--- src/rtl/fp_mul_arbiter.sv ---
// Round-robin arbiter sharing one fixed-latency pipelined FP multiplier among NREQ requesters.
// Optional macro FPMUL_ARB_PRIO0_EN gives requester 0 absolute priority over the round-robin.
module fp_mul_arbiter #(
  parameter int NREQ    = 4,
  parameter int MUL_LAT = 2
) (
  input  logic                 clk,
  input  logic                 rst_n,
  input  logic [NREQ-1:0]      req_valid,
  input  logic [32*NREQ-1:0]   req_a,
  input  logic [32*NREQ-1:0]   req_b,
  output logic [NREQ-1:0]      req_ready,
  output logic [31:0]          mul_a,
  output logic [31:0]          mul_b,
  input  logic [31:0]          mul_y,
  output logic [NREQ-1:0]      res_valid,
  output logic [31:0]          res_data,
  output logic                 busy
);

  localparam int IDW = $clog2(NREQ);

  logic [IDW-1:0]     ptr;
  logic [IDW-1:0]     ptr_nxt;
  logic [IDW-1:0]     gnt_id;
  logic               gnt;
  logic               ptr_upd;
  logic [MUL_LAT-1:0] tag_v;
  logic [IDW-1:0]     tag_id [MUL_LAT];

  // Search req_valid starting at ptr, wrapping; the first set bit wins.
  always_comb begin
    int sum;
    gnt    = 1'b0;
    gnt_id = '0;
    sum    = 0;
    for (int k = 0; k < NREQ; k++) begin
      sum = int'(ptr) + k;
      if (sum >= NREQ) sum = sum - NREQ;
      if (!gnt && req_valid[IDW'(sum)]) begin
        gnt    = 1'b1;
        gnt_id = IDW'(sum);
      end
    end
`ifdef FPMUL_ARB_PRIO0_EN
    if (req_valid[0]) begin
      gnt    = 1'b1;
      gnt_id = '0;
    end
`endif
  end

`ifdef FPMUL_ARB_PRIO0_EN
  assign ptr_upd = gnt && !req_valid[0];
`else
  assign ptr_upd = gnt;
`endif

  assign ptr_nxt = (gnt_id == IDW'(NREQ - 1)) ? '0 : gnt_id + 1'b1;

  always_comb begin
    req_ready = '0;
    mul_a     = '0;
    mul_b     = '0;
    for (int i = 0; i < NREQ; i++) begin
      if (gnt && gnt_id == IDW'(i)) begin
        req_ready[i] = 1'b1;
        mul_a        = req_a[32*i +: 32];
        mul_b        = req_b[32*i +: 32];
      end
    end
  end

  always_ff @(posedge clk or negedge rst_n) begin
    if (!rst_n) begin
      ptr <= '0;
    end else if (ptr_upd) begin
      ptr <= ptr_nxt;
    end
  end

  // Tag pipeline: the tail entry is aligned with the multiplier output.
  always_ff @(posedge clk or negedge rst_n) begin
    if (!rst_n) begin
      tag_v <= '0;
      for (int i = 0; i < MUL_LAT; i++) tag_id[i] <= '0;
    end else begin
      tag_v[0]  <= gnt;
      tag_id[0] <= gnt_id;
      for (int i = 1; i < MUL_LAT; i++) begin
        tag_v[i]  <= tag_v[i-1];
        tag_id[i] <= tag_id[i-1];
      end
    end
  end

  always_ff @(posedge clk or negedge rst_n) begin
    if (!rst_n) begin
      res_valid <= '0;
      res_data  <= '0;
    end else begin
      res_valid <= '0;
      if (tag_v[MUL_LAT-1]) begin
        res_valid[tag_id[MUL_LAT-1]] <= 1'b1;
        res_data                     <= mul_y;
      end
    end
  end

  assign busy = (|tag_v) | (|res_valid);

endmodule

--- config.mk ---
export PLATFORM = sky130hd
export DESIGN_NAME = fp_mul_arbiter
export DESIGN_NICKNAME = d
export VERILOG_FILES = /design/src/rtl/fp_mul_arbiter.sv
export SDC_FILE = /design/constraint.sdc
export NUM_CORES = 1
export LEC_CHECK = 0
export BUFFER_PORTS_ARGS = -buffer_cell sky130_fd_sc_hd__buf_2
export CORE_AREA = 2 2 153 155
export DETAILED_ROUTE_END_ITERATION = 12
export DIE_AREA = 0 0 155 157
export PLACE_DENSITY = 0.51
export SYNTH_ARGS = -nofsm -noshare
export SYNTH_HDL_FRONTEND = slang
export SYNTH_SLANG_ARGS = --single-unit
--- constraint.sdc ---
create_clock -name clk -period 5.8 [get_ports clk]
set_clock_uncertainty 0.15 [all_clocks]
set_input_delay 0.58 -clock clk [delete_from_list [all_inputs] [get_ports clk]]
set_output_delay 0.58 -clock clk [all_outputs]
set_load 0.02 [all_outputs]
* Yosys cells after proc, flatten, opt, wreduce, memory -nomap -nowiden
Cells that the tools add are included. Widths: inputs -> output; s select.
Storage, ports and cells: flip-flop bits (word level) 44, input port bits 294, output and inout bits 105
Cells by class: $add $sub $neg 8, magnitude comparators 10, multiplexer cells 40, reductions and logical operators 14, eq/ne operators 3, bitwise logic cells 1
Operators with widths (number):
- $mux 32 | 8
- $mux 2 | 9
- $mux 1 | 17
- $lt 2x4->1 const B | 4
- $ge 3x3->1 const B | 3
- $bmux 1 s2 | 4
- $logic_and 1x1->1 | 8
- $sub 2x1->2 const B | 4
- $add 2x2->3 const B | 2
- $eq 2x2->1 const B | 2
- $mux 4 | 1
- $reduce_or 4->1 | 1
- $add 2x1->3 const B | 1
- $ge 2x3->1 const B | 1
- $logic_not 1->1 | 3
- $lt 2x3->1 const B | 1
- $add 2x1->2 const B | 1
- $demux 1 s2 | 1
- $eq 2x1->1 const B | 1
- $ge 2x1->1 const B | 1
- $logic_not 2->1 | 1
- $reduce_or 2->1 | 1
- $or 1x1->1 | 1

* Longest topological paths before layout
Gate-level depths: netlist of the first run.
depth in word-level cells 21, mapped depth 9, gate-level depth less buffers 7

* Worst setup path before layout of the first run
Ideal clock, no wire load.
path kind input to output, start point input port req_valid[1], end point output port mul_a[0], data required time 5070 ps, buffers on the path 2, stages 9, path slack 2553 ps, arrival 2517 ps, path through mux2_2 o221ai_1 inv_1 ha_1 buf_6 clkbuf_1 nand3b_1 a221o_1 a21oi_1
On the way: word-level cells in the longest chain between the ends 19
RTL lines:
- start: declaration | line 9 | input logic [NREQ-1:0] req_valid,
- $bmux 1 s2 | line 40 | if (!gnt && req_valid[IDW'(sum)]) begin
- $mux 1 (implied by the code) (2 in series) | line 40
- $mux 1 | line 40
- $logic_not 1->1 | line 40
- $logic_and 1x1->1 | line 40
- $mux 1 | line 40
- $logic_not 1->1 | line 40
- $logic_and 1x1->1 | line 40
- $mux 1 | line 40
- $logic_not 1->1 | line 40
- $logic_and 1x1->1 | line 40
- $mux 2 (*) | line 40
- net gnt_id[0] | line 25 | logic [IDW-1:0] gnt_id;
- $logic_not 2->1 | line 66 | if (gnt && gnt_id == IDW'(i)) begin
- $logic_and 1x1->1 | line 66
- $mux 32 (3 in series) | line 66
- $mux 32 (*) | line 66
- end: declaration | line 13 | output logic [31:0] mul_a,
Mark *: on every way through the listed nets, which the timed path passes. The rest lies on a longest branch. The select of a mux whose other input is x is not followed.

* Final worst setup path of the first run
start point register ptr[1], end point output port mul_a[24]
On the way: word-level cells in the longest chain between the ends 21
RTL lines:
- start: declaration | line 23 | logic [IDW-1:0] ptr;
- start signal: assignment | line 78 | ptr <= ptr_nxt;
- parallel branches: the longest is 14 deep, another holds $add 2x1->3
- $mux 2 (*) | line 40
- net gnt_id[0] | line 25
- $logic_not 2->1 | line 66
- $logic_and 1x1->1 | line 66
- $mux 32 (3 in series) | line 66
- $mux 32 (*) | line 66
Mark *: on every way through the listed nets, which the timed path passes. The select of a mux whose other input is x is not followed.

==> impl_results.md, run 1 <==
- Arrival @ worst endpoint: 3570 ps
- Critical-path cell list: mux2_2 -> o221ai_1 -> inv_1 -> ha_4 -> buf_4 -> a21oi_1 -> a221o_1 -> a21oi_1 -> buf_2
- FMAX: approximately 230 MHz
- Setup_tns: 0 ps
- Max stage delay on crit path: approximately 600 ps
- # clock sinks: 44
- Worst Max-Slew Pin Slew: 947 ps
- Post-Layout Cell Count: around 1200
- Gr ovfl total: 0
- Initial DRC Count: 340
- Share of layout cells above drive strength 1: 49.9%
- YS warnings: 0
- Setup Buffers After CTS: 0
- GPL Wtd Cong: about 0.8
- Clock share of power: 12.4%
- Port Buffers: 398
- PD cells: between 300 and 400 mW/mm^2
- CTS tree: done
- Sequential Power Share: about 14%
- Die Span Y: between 150 and 200 um
- H-tree depth: 2
- Slew headroom: 36.9%
- Top cells by area, synth: dfrtp_1, a21oi_1, a221o_1, nand3b_1, mux2_2
- Final hold violation count: 0
- Post-Synthesis Cells: between 500 and 600
- Status: complete, no violations
- Die width: 155 um
- Reg2reg setup slack: between 3000 and 4000 ps
- Most frequent cells in the layout: buf_2, a21oi_1, nand2_1
- Slew Viols, Final: 0
- Reg clk slew, reported paths: 60 ps
- Hold_buf cts: 0
- Commonest non-fill, non-tap cell in the layout: buf_2
- Starting Density: a little under a fifth
- Final ANT Viol Nets: 0
- Total CTS buffers: 5
- Global-route usage over all layers: 14.5%
- Area share of the largest cell type after synthesis: between 20% and 30%
- WP data required: 5070 ps
- Pin count of the biggest net entering global routing: 73
- P_int: approximately 1.3 mW
- # resized after CTS: 0
- First-pass GRT wire length: around 28 mm
- Number of fill cells: between 2000 and 2500
- Vias: 5516
- Mean Syn Cell Area: between 7 and 8 sq um
- Synthesized cell area: 0.00425 sq mm
- Register area: about 0.0011 sq mm
- Routed wire length: roughly 20 mm
- Dpl cells: 1187
- Net Count, Synth: roughly 850
- Nets: around 1200
- RSZ-0062 raised after global routing: no
- Vias/cell: roughly 4.6
- Clock period minus worst slack: between 4000 and 5000 ps
- Kind of critical path: reg -> out
- Startpoint types: register
- HPWL Detailed: between 15 and 20 mm
- Initial antenna violation count: 2
- Setup crit end kind: output port
- Maximum VDD drop: approximately 160 uV
- Critical path peak fanout: 72
- Clock root buffer: clkbuf_16
- NetSw: 1.30 mW
- LEAKAGE: ~3.4 nW
- Crit-path most repeated cell: a21oi_1
- Clock Latency Late Sink: 280 ps
- Final count of negative-setup-slack endpoints: 0
- Core area: ~0.023 sq mm
- Area leader, netlist: dfrtp_1
- Row count: 55
- CP max-delay cell: ha_4
- DRC: 0
- Switching share of power: approximately half
- Vias in the first global route: around 5300
- Combinational power share: about three quarters
- Max-cap violations: 0
- Final worst path period share: between 70% and 80%
- Yosys reg bits: 44
- WL per Instance: 16.3 um
- Hold WC Path Type: reg -> reg
- DR pass1 iterations: 5
- P&R area growth vs syn: 55.5%
- Synth unique cells: 27
- DIE AREA: around 0.024 sq mm
- Post-synthesis sequential area ratio: 25.9%
- Area of the multi-input gates: about 0.0026 sq mm
- CTS Buffer Depth: 2
- Io pins: 399
==> sequential cells by signal (all words and copies together) (netlist names) <==
signal,count
ptr,2
res_data,32
res_valid,4
tag_id,4
tag_v,2
==> per-stage QoR <==
step                setup WS, ps  instance area (sq um)  hold slack [ps]  power [mW]  utilization, %
global placement            1670                   6420              183        2.31            28.5
CTS                         1520                   6600              200        2.65            29.3
finish                      1500                   6600              199        2.63            29.3
detailed placement          1590                   6420              185        2.30            28.5
floorplan                   2550                   4250              134        1.71               -
global route                1230                   6600              201        2.82            29.3
==> path summary, 6_finish.rpt <==
check	start	endpoint	cells past startpoint
max	ptr[1]$_DFFE_PN0P_	mul_a[24]	9
min	tag_id[2]$_DFF_PN0_	tag_id[0]$_DFF_PN0_	0
max reg2reg	ptr[1]$_DFFE_PN0P_	ptr[1]$_DFFE_PN0P_	6
min reg2reg	tag_id[2]$_DFF_PN0_	tag_id[0]$_DFF_PN0_	0
max in group asynchronous	rst_n	res_data[21]$_DFFE_PN0P_	1
min in group asynchronous	rst_n	res_data[0]$_DFFE_PN0P_	1
==> cells in the mapped netlist <==
cell / number
ha_1: 4
clkbuf_1: 26
a21o_1: 1
nor2_1: 2
or3b_1: 1
buf_4: 14
nor4_1: 1
a221o_1: 64
a21boi_1: 1
o22ai_1: 1
o221ai_1: 1
nor4_2: 1
mux2_2: 33
o22a_1: 1
and3b_1: 1
inv_1: 68
a21boi_0: 1
nor3b_1: 1
nand3b_1: 64
a21oi_1: 130
nand2_1: 69
buf_1: 1
buf_6: 1
buf_2: 18
and3_1: 1
dfrtp_1: 44
and2_1: 4
==> worst max-delay path, delay by kind of cell, from the launching register on <==
family / cells / cell delay, ps
compound gates: 4 / 880
fa+ha+maj: 1 / 590
mux: 1 / 250
flops: 1 / 450
buf+inv: 3 / 990
==> layer usage <==
layer	track usage, %	up-vias	routed length [um]
li1	-	2697	-
met1	17.2	2532	7870
met2	27.0	263	9920
met3	2.53	24	1370
met4	3.84	0	350
met5	0	-	0
==> cell type report <==
cell class	count	area share (%)
flip-flops and latches	44	16.7
multi-input cells	382	39.8
inverters	68	3.87
repair buffers	408	31.5
diodes	1	0.0379
clock buffers	6	2.10
well taps	285	5.40
clock inverters	2	0.587
==> power by group through the flow <==
stage / clock [mW] / sequential, mW / combinational [mW]
after floorplan: 0 / 0.404 / 1.31
after global placement: 0 / 0.377 / 1.93
after detailed placement: 0 / 0.378 / 1.93
after CTS: 0.337 / 0.373 / 1.94
after global routing: 0.350 / 0.378 / 2.09
final: 0.327 / 0.373 / 1.93
==> kinds of logic after synthesis <==
family	count (synthesis)	synth area share, %
and+or+nand+nor	145	19.4
AOI/OAI and AO/OA	200	31.5
muxes	33	8.75
buffers and inverters	128	13.3
adders and majority gates	4	1.18
DFF	44	25.9
No activity file was read; power rests on OpenSTA's default activity.
==> run 2: changes to the inputs <==
- ABC_AREA: not set -> 1
- CORE_AREA: 2 2 153 155 -> 2 2 155 157
- DIE_AREA: 0 0 155 157 -> 0 0 157 159
- PLACE_DENSITY: 0.51 -> 0.57
- clock period: 5.8 -> 4.45 ns (I/O delays scaled with it)
==> impl_results.md, run 2 <==
- Post-layout util: 35.3% (+5.9 points)
- WL per Instance: 13.8 um (-15%)
- Global-route usage over all layers: 18.1% (+3.5 points)
- Setup_tns: 0 ps (unchanged)
- Reg2reg path depth: 10 (+4)
- Final worst path period share: between 90% and 100%
- Final count of negative-setup-slack endpoints: 0 (unchanged)
- Hold WC Path Type: in -> async
- Mean Syn Cell Area: 5.47 sq um (-29%)
- Met2 Use GR: 30.8% (+3.8 points)
- Core area: 0.0232 sq mm (+3.1%)
- # clock sinks: 44 (unchanged)
- Crit-path most repeated cell: nand2_1
- Die width: 157 um (+1.3%)
- Arrival @ worst endpoint: 3440 ps (-130 ps)
- Critical-path cell list: inv_6 -> nand2_1 -> nand2_1 -> o21a_1 -> nor2_1 -> nor2_1 -> o21ai_1 -> ha_4 -> buf_4 -> nand3_1 -> nand3_1 -> nand2_1 -> nand2_1 -> buf_2
- RSZ-0062 raised after global routing: no
- Pin count of the biggest net entering global routing: 201 (+180%)
- Synth top cells by count: nand2_1, inv_1, nand3_1
- Met3 Use GR: 3.81% (+1.3 points)
- Total CTS buffers: 5 (unchanged)
- Initial DRC Count: 473 (+39%)
- Yosys reg bits: 44 (unchanged)
- Gr ovfl total: 0 (unchanged)
- Commonest non-fill, non-tap cell in the layout: buf_2
- Most flop-heavy register: res_data
- Kind of critical path: reg -> out
- First-pass GRT wire length: 36.0 mm (+28%)
- CTS Buffer Depth: 2 (unchanged)
- YS warnings: 0 (unchanged)
- Critical path peak fanout: 42 (-42%)
- Starting Density: 25.0% (+6.2 points)
- Most frequent cells in the layout: buf_2, nand2_1, inv_1
- Post-Layout Cell Count: 1729 (+45%)
- Share of layout cells above drive strength 1: 35.3% (-15 points)
- Area leader, netlist: nand2_1
- HPWL Detailed: 18.3 mm (+18%)
- Reg2reg setup slack: 2080 ps (-1560 ps)
- Vias/cell: 4.35 (-5.6%)
- Post-synthesis sequential area ratio: 19.0% (-7.0 points)
- Largest register FFs: 32 (unchanged)
- Status: complete, no violations
- Buf/Inv on CP: 3 (unchanged)
- Synth unique cells: 26 (-3.7%)
- CTS tree: done
- Dpl cells: 1715 (+44%)
- H-tree depth: 2 (unchanged)
- P&R area growth vs syn: 40.8%
- WP data required: 3860 ps (-1210 ps)
- Reg clk slew, reported paths: 60 ps (about the same)
- Clock period minus worst slack: just over 4000 ps
- Asr flop ratio synth: 100% (unchanged)
- Worst R2R Start: ptr[0]$_DFFE_PN0P_
- CP max-delay cell: ha_4
- Hold_buf cts: 0 (unchanged)
- Die Span Y: 159 um (+1.3%)
- Clock root buffer: clkbuf_16
- Count leader, synth: nand2_1
- Setup crit end kind: output port
- Global route hottest layer: met2
- GRT met1 Usage: 22.5% (+5.2 points)
- Area share of the largest cell type after synthesis: 24.6% (-1.3 points)
- Vias in the first global route: 6902 (+30%)
- Net Count, Synth: 1360 (+60%)
- Final hold violation count: 0 (unchanged)
- Port Buffers: 398 (unchanged)
- Final ANT Viol Nets: 0 (unchanged)
- Slew Viols, Final: 0 (unchanged)
- DIE AREA: 0.0250 sq mm (+2.6%)
- Startpoint types: register
- Row count: 56 (+1.8%)
- Setup Buffers After CTS: 0 (unchanged)
- DR pass1 iterations: 5 (unchanged)
- # resized after CTS: 0 (unchanged)
- DRC: 0 (unchanged)
- Max stage delay on crit path: 630 ps (+40 ps)
- Most used DFF post-synth: dfrtp_1
- Nets: 1701 (+41%)
- Slew headroom: 24.4% (-13 points)
- GPL Wtd Cong: 1.02 (+25%)
- Reg-to-Reg End: ptr[1]$_DFFE_PN0P_
- Top cells by area, synth: nand2_1, dfrtp_1, nand3_1, inv_1, nand3_2
- FMAX: approximately 250 MHz
- Worst path top cell family by delay: simple AND/OR/NAND/NOR gates
- Worst Max-Slew Pin Slew: 1130 ps (+188 ps)
- Routed wire length: 23.9 mm (+22%)
- Synthesized cell area: 0.00581 sq mm (+37%)
- Top flop regs: res_data x32, res_valid x4, tag_id x4
- Io pins: 399 (unchanged)
- Clock Latency Late Sink: 290 ps (about the same)
- Post-Synthesis Cells: 1062 (+92%)
- Number of synthesized flops with an enable pin: 0 (unchanged)
- Max-cap violations: 0 (unchanged)
- Initial antenna violation count: 9 (+7)
- Vias: 7526 (+36%)
==> run 2: final cells by class <==
class	instances	area, sq um
Tap cell	319	399
Inverter	207	782
Timing Repair Buffer	413	2200
Clock buffer	5	125
Sequential cell	44	1100
Multi-Input combinational cell	732	3510
Antenna cell	6	15.0
Clock inverter	3	46.3
Fill cell	2632	15000
==> run 2: kinds of logic after synthesis <==
logic type | count (synthesis) | synth area share [%]
simple gates | 724 | 58.4
compound gates | 4 | 0.431
buf+inv | 286 | 21.3
fa+ha+maj | 4 | 0.862
flops | 44 | 19.0
==> run 2: how the worst max path moves through the flow <==
| stage | to | slack, ps | startpoint | cells past startpoint |
|---|---|---|---|---|
| floorplan | mul_a[14] | 1040 | ptr[0]$_DFFE_PN0P_ | 18 |
| global placement | mul_b[24] | 790 | ptr[0]$_DFFE_PN0P_ | 15 |
| detailed placement | mul_b[18] | 750 | ptr[0]$_DFFE_PN0P_ | 14 |
| CTS | mul_b[18] | 420 | ptr[0]$_DFFE_PN0P_ | 14 |
| global route | mul_b[29] | 170 | ptr[0]$_DFFE_PN0P_ | 15 |
| finish | mul_b[18] | 420 | ptr[0]$_DFFE_PN0P_ | 14 |
==> run 2: stage by stage <==
stage	area (sq um)	setup slack (ps)	hold slack, ps
2_1_floorplan	5810	1040	-0.591
3_3_place_gp	8000	789	184
3_5_place_dp	8000	755	185
4_1_cts	8170	420	193
5_1_grt	8180	172	202
6_report	8180	420	160
==> run 2: layer usage <==
metal / share of wire, % / routed length (um) / vias to the layer above
met3: 8.5 / 2030 / 35
met5: 0.055 / 13 / -
met4: 2.5 / 596 / 2
met1: 41 / 9900 / 3275
met2: 47 / 11300 / 337
li1: - / - / 3877
Power of run 2 is left out: the tool's default activity adds up to more than one toggle a clock period on the data nets, which glitch-free logic cannot reach.
==> run 3: changes to the inputs <==
- RECOVER_POWER: not set -> 100
==> impl_results.md, run 3 (synthesized netlist as in run 2, its figures left out) <==
- Status: complete, but fails checks
- Failing checks: max-capacitance violations, max-slew violations
- RSZ-0062 raised after global routing: no
- P&R area growth vs syn: 38.6%
- Vias in the first global route: 6902 (unchanged)
- DIE AREA: 0.0250 sq mm (unchanged)
- FMAX: 244 MHz (-1.7%)
- Met3 Use GR: 3.81% (unchanged)
- Nets: 1701 (unchanged)
- GRT met1 Usage: 22.5% (unchanged)
- Largest register FFs: 32 (unchanged)
- Reg clk slew, reported paths: 60 ps (about the same)
- Final count of negative-setup-slack endpoints: 0 (unchanged)
- # resized after CTS: 0 (unchanged)
- Slew Viols, Final: 45 (+45)
- DRC: 0 (unchanged)
- Total CTS buffers: 5 (unchanged)
- Die width: 157 um (unchanged)
- Vias: 7500 (-0.35%)
- Row count: 56 (unchanged)
- Slew headroom: -52.3% (-77 points)
- Hold_buf cts: 0 (unchanged)
- Startpoint types: register
- CTS Buffer Depth: 2 (unchanged)
- Most frequent cells in the layout: nand2_1, buf_2, inv_1
- Gr ovfl total: 0 (unchanged)
- Arrival @ worst endpoint: 3510 ps (+70 ps)
- Final ANT Viol Nets: 0 (unchanged)
- Hold WC Path Type: reg -> reg
- DR pass1 iterations: 5 (unchanged)
- Setup crit end kind: output port
- HPWL Detailed: 18.3 mm (unchanged)
- Critical path peak fanout: 42 (unchanged)
- Port Buffers: 398 (unchanged)
- WL per Instance: 13.8 um (about the same)
- Pin count of the biggest net entering global routing: 201 (unchanged)
- Global-route usage over all layers: 18.1% (unchanged)
- Io pins: 399 (unchanged)
- Share of layout cells above drive strength 1: 28.8% (-6.5 points)
- CTS tree: done
- First-pass GRT wire length: 36.0 mm (unchanged)
- Starting Density: 25.0% (unchanged)
- H-tree depth: 2 (unchanged)
- Setup_tns: 0 ps (unchanged)
- Global route hottest layer: met2
- WP data required: 3860 ps (about the same)
- Post-layout util: 34.7% (-0.57 points)
- Clock Latency Late Sink: 290 ps (about the same)
- Vias/cell: 4.34 (-0.35%)
- Top flop regs: res_data x32, res_valid x4, tag_id x4
- GPL Wtd Cong: 1.02 (unchanged)
- Clock root buffer: clkbuf_16
- Clock period minus worst slack: 4100 ps (+71.7 ps)
- Max-cap violations: 1 (+1)
- Core area: 0.0232 sq mm (unchanged)
- Kind of critical path: reg -> out
- Initial antenna violation count: 9 (unchanged)
- Commonest non-fill, non-tap cell in the layout: nand2_1
- Routed wire length: 23.9 mm (about the same)
- Met2 Use GR: 30.8% (unchanged)
- Setup Buffers After CTS: 0 (unchanged)
- # clock sinks: 44 (unchanged)
- Final worst path period share: 92.2% (+1.6 points)
- Die Span Y: 159 um (unchanged)
- Final hold violation count: 0 (unchanged)
- Worst Max-Slew Pin Slew: 2280 ps (+1150 ps)
- Initial DRC Count: 499 (+5.5%)
- Most flop-heavy register: res_data
run 3: per-layer routing:
layer | up-vias | wire, um
li1 | 3877 | -
met3 | 27 | 1940
met2 | 303 | 11400
met4 | 2 | 528
met1 | 3291 | 9920
met5 | - | 13
run 3: final cells by class:
class / count / area (sq um)
fill: 2696 / 15100
multi-input combinational: 732 / 3490
timing repair buffer: 413 / 2090
sequential: 44 / 1100
inverter: 207 / 782
tap: 319 / 399
clock buffer: 5 / 125
clock inverter: 3 / 46.3
antenna: 6 / 15.0
run 3: final timing paths:
kind / startpoint / end / slack (ps) / depth (start not counted)
setup / recovery: ptr[0]$_DFFE_PN0P_ / mul_b[18] / 350 / 14
hold / removal: tag_id[2]$_DFF_PN0_ / tag_id[0]$_DFF_PN0_ / 200 / 0
setup reg to reg: ptr[0]$_DFFE_PN0P_ / ptr[1]$_DFFE_PN0P_ / 1900 / 13
hold reg to reg: tag_id[2]$_DFF_PN0_ / tag_id[0]$_DFF_PN0_ / 200 / 0
max in group asynchronous: rst_n / res_data[27]$_DFFE_PN0P_ / 2160 / 1
min in group asynchronous: rst_n / res_data[8]$_DFFE_PN0P_ / 690 / 1
run 3: metrics by stage:
step	setup slack (ps)	hold WS [ps]	cells	cell area (sq um)
6_report	348	198	1729	8050
5_1_grt	86.4	202	1729	8050
4_1_cts	420	193	1723	8170
3_5_place_dp	755	185	1715	8000
3_3_place_gp	789	184	1715	8000
2_1_floorplan	1040	-0.591	1062	5810
run 3: critical path: stages, from the launching register on:
cell and delay, ps:
dfrtp_1 520, inv_6 80, nand2_1 80, nand2_1 50, o21a_1 240, nor2_1 130, nor2_1 60, o21ai_1 440
ha_4 630, buf_4 280, nand3_1 90, nand3_1 140, nand2_1 110, nand2_1 90, clkbuf_1 230
Power of run 3 is left out for the same reason.
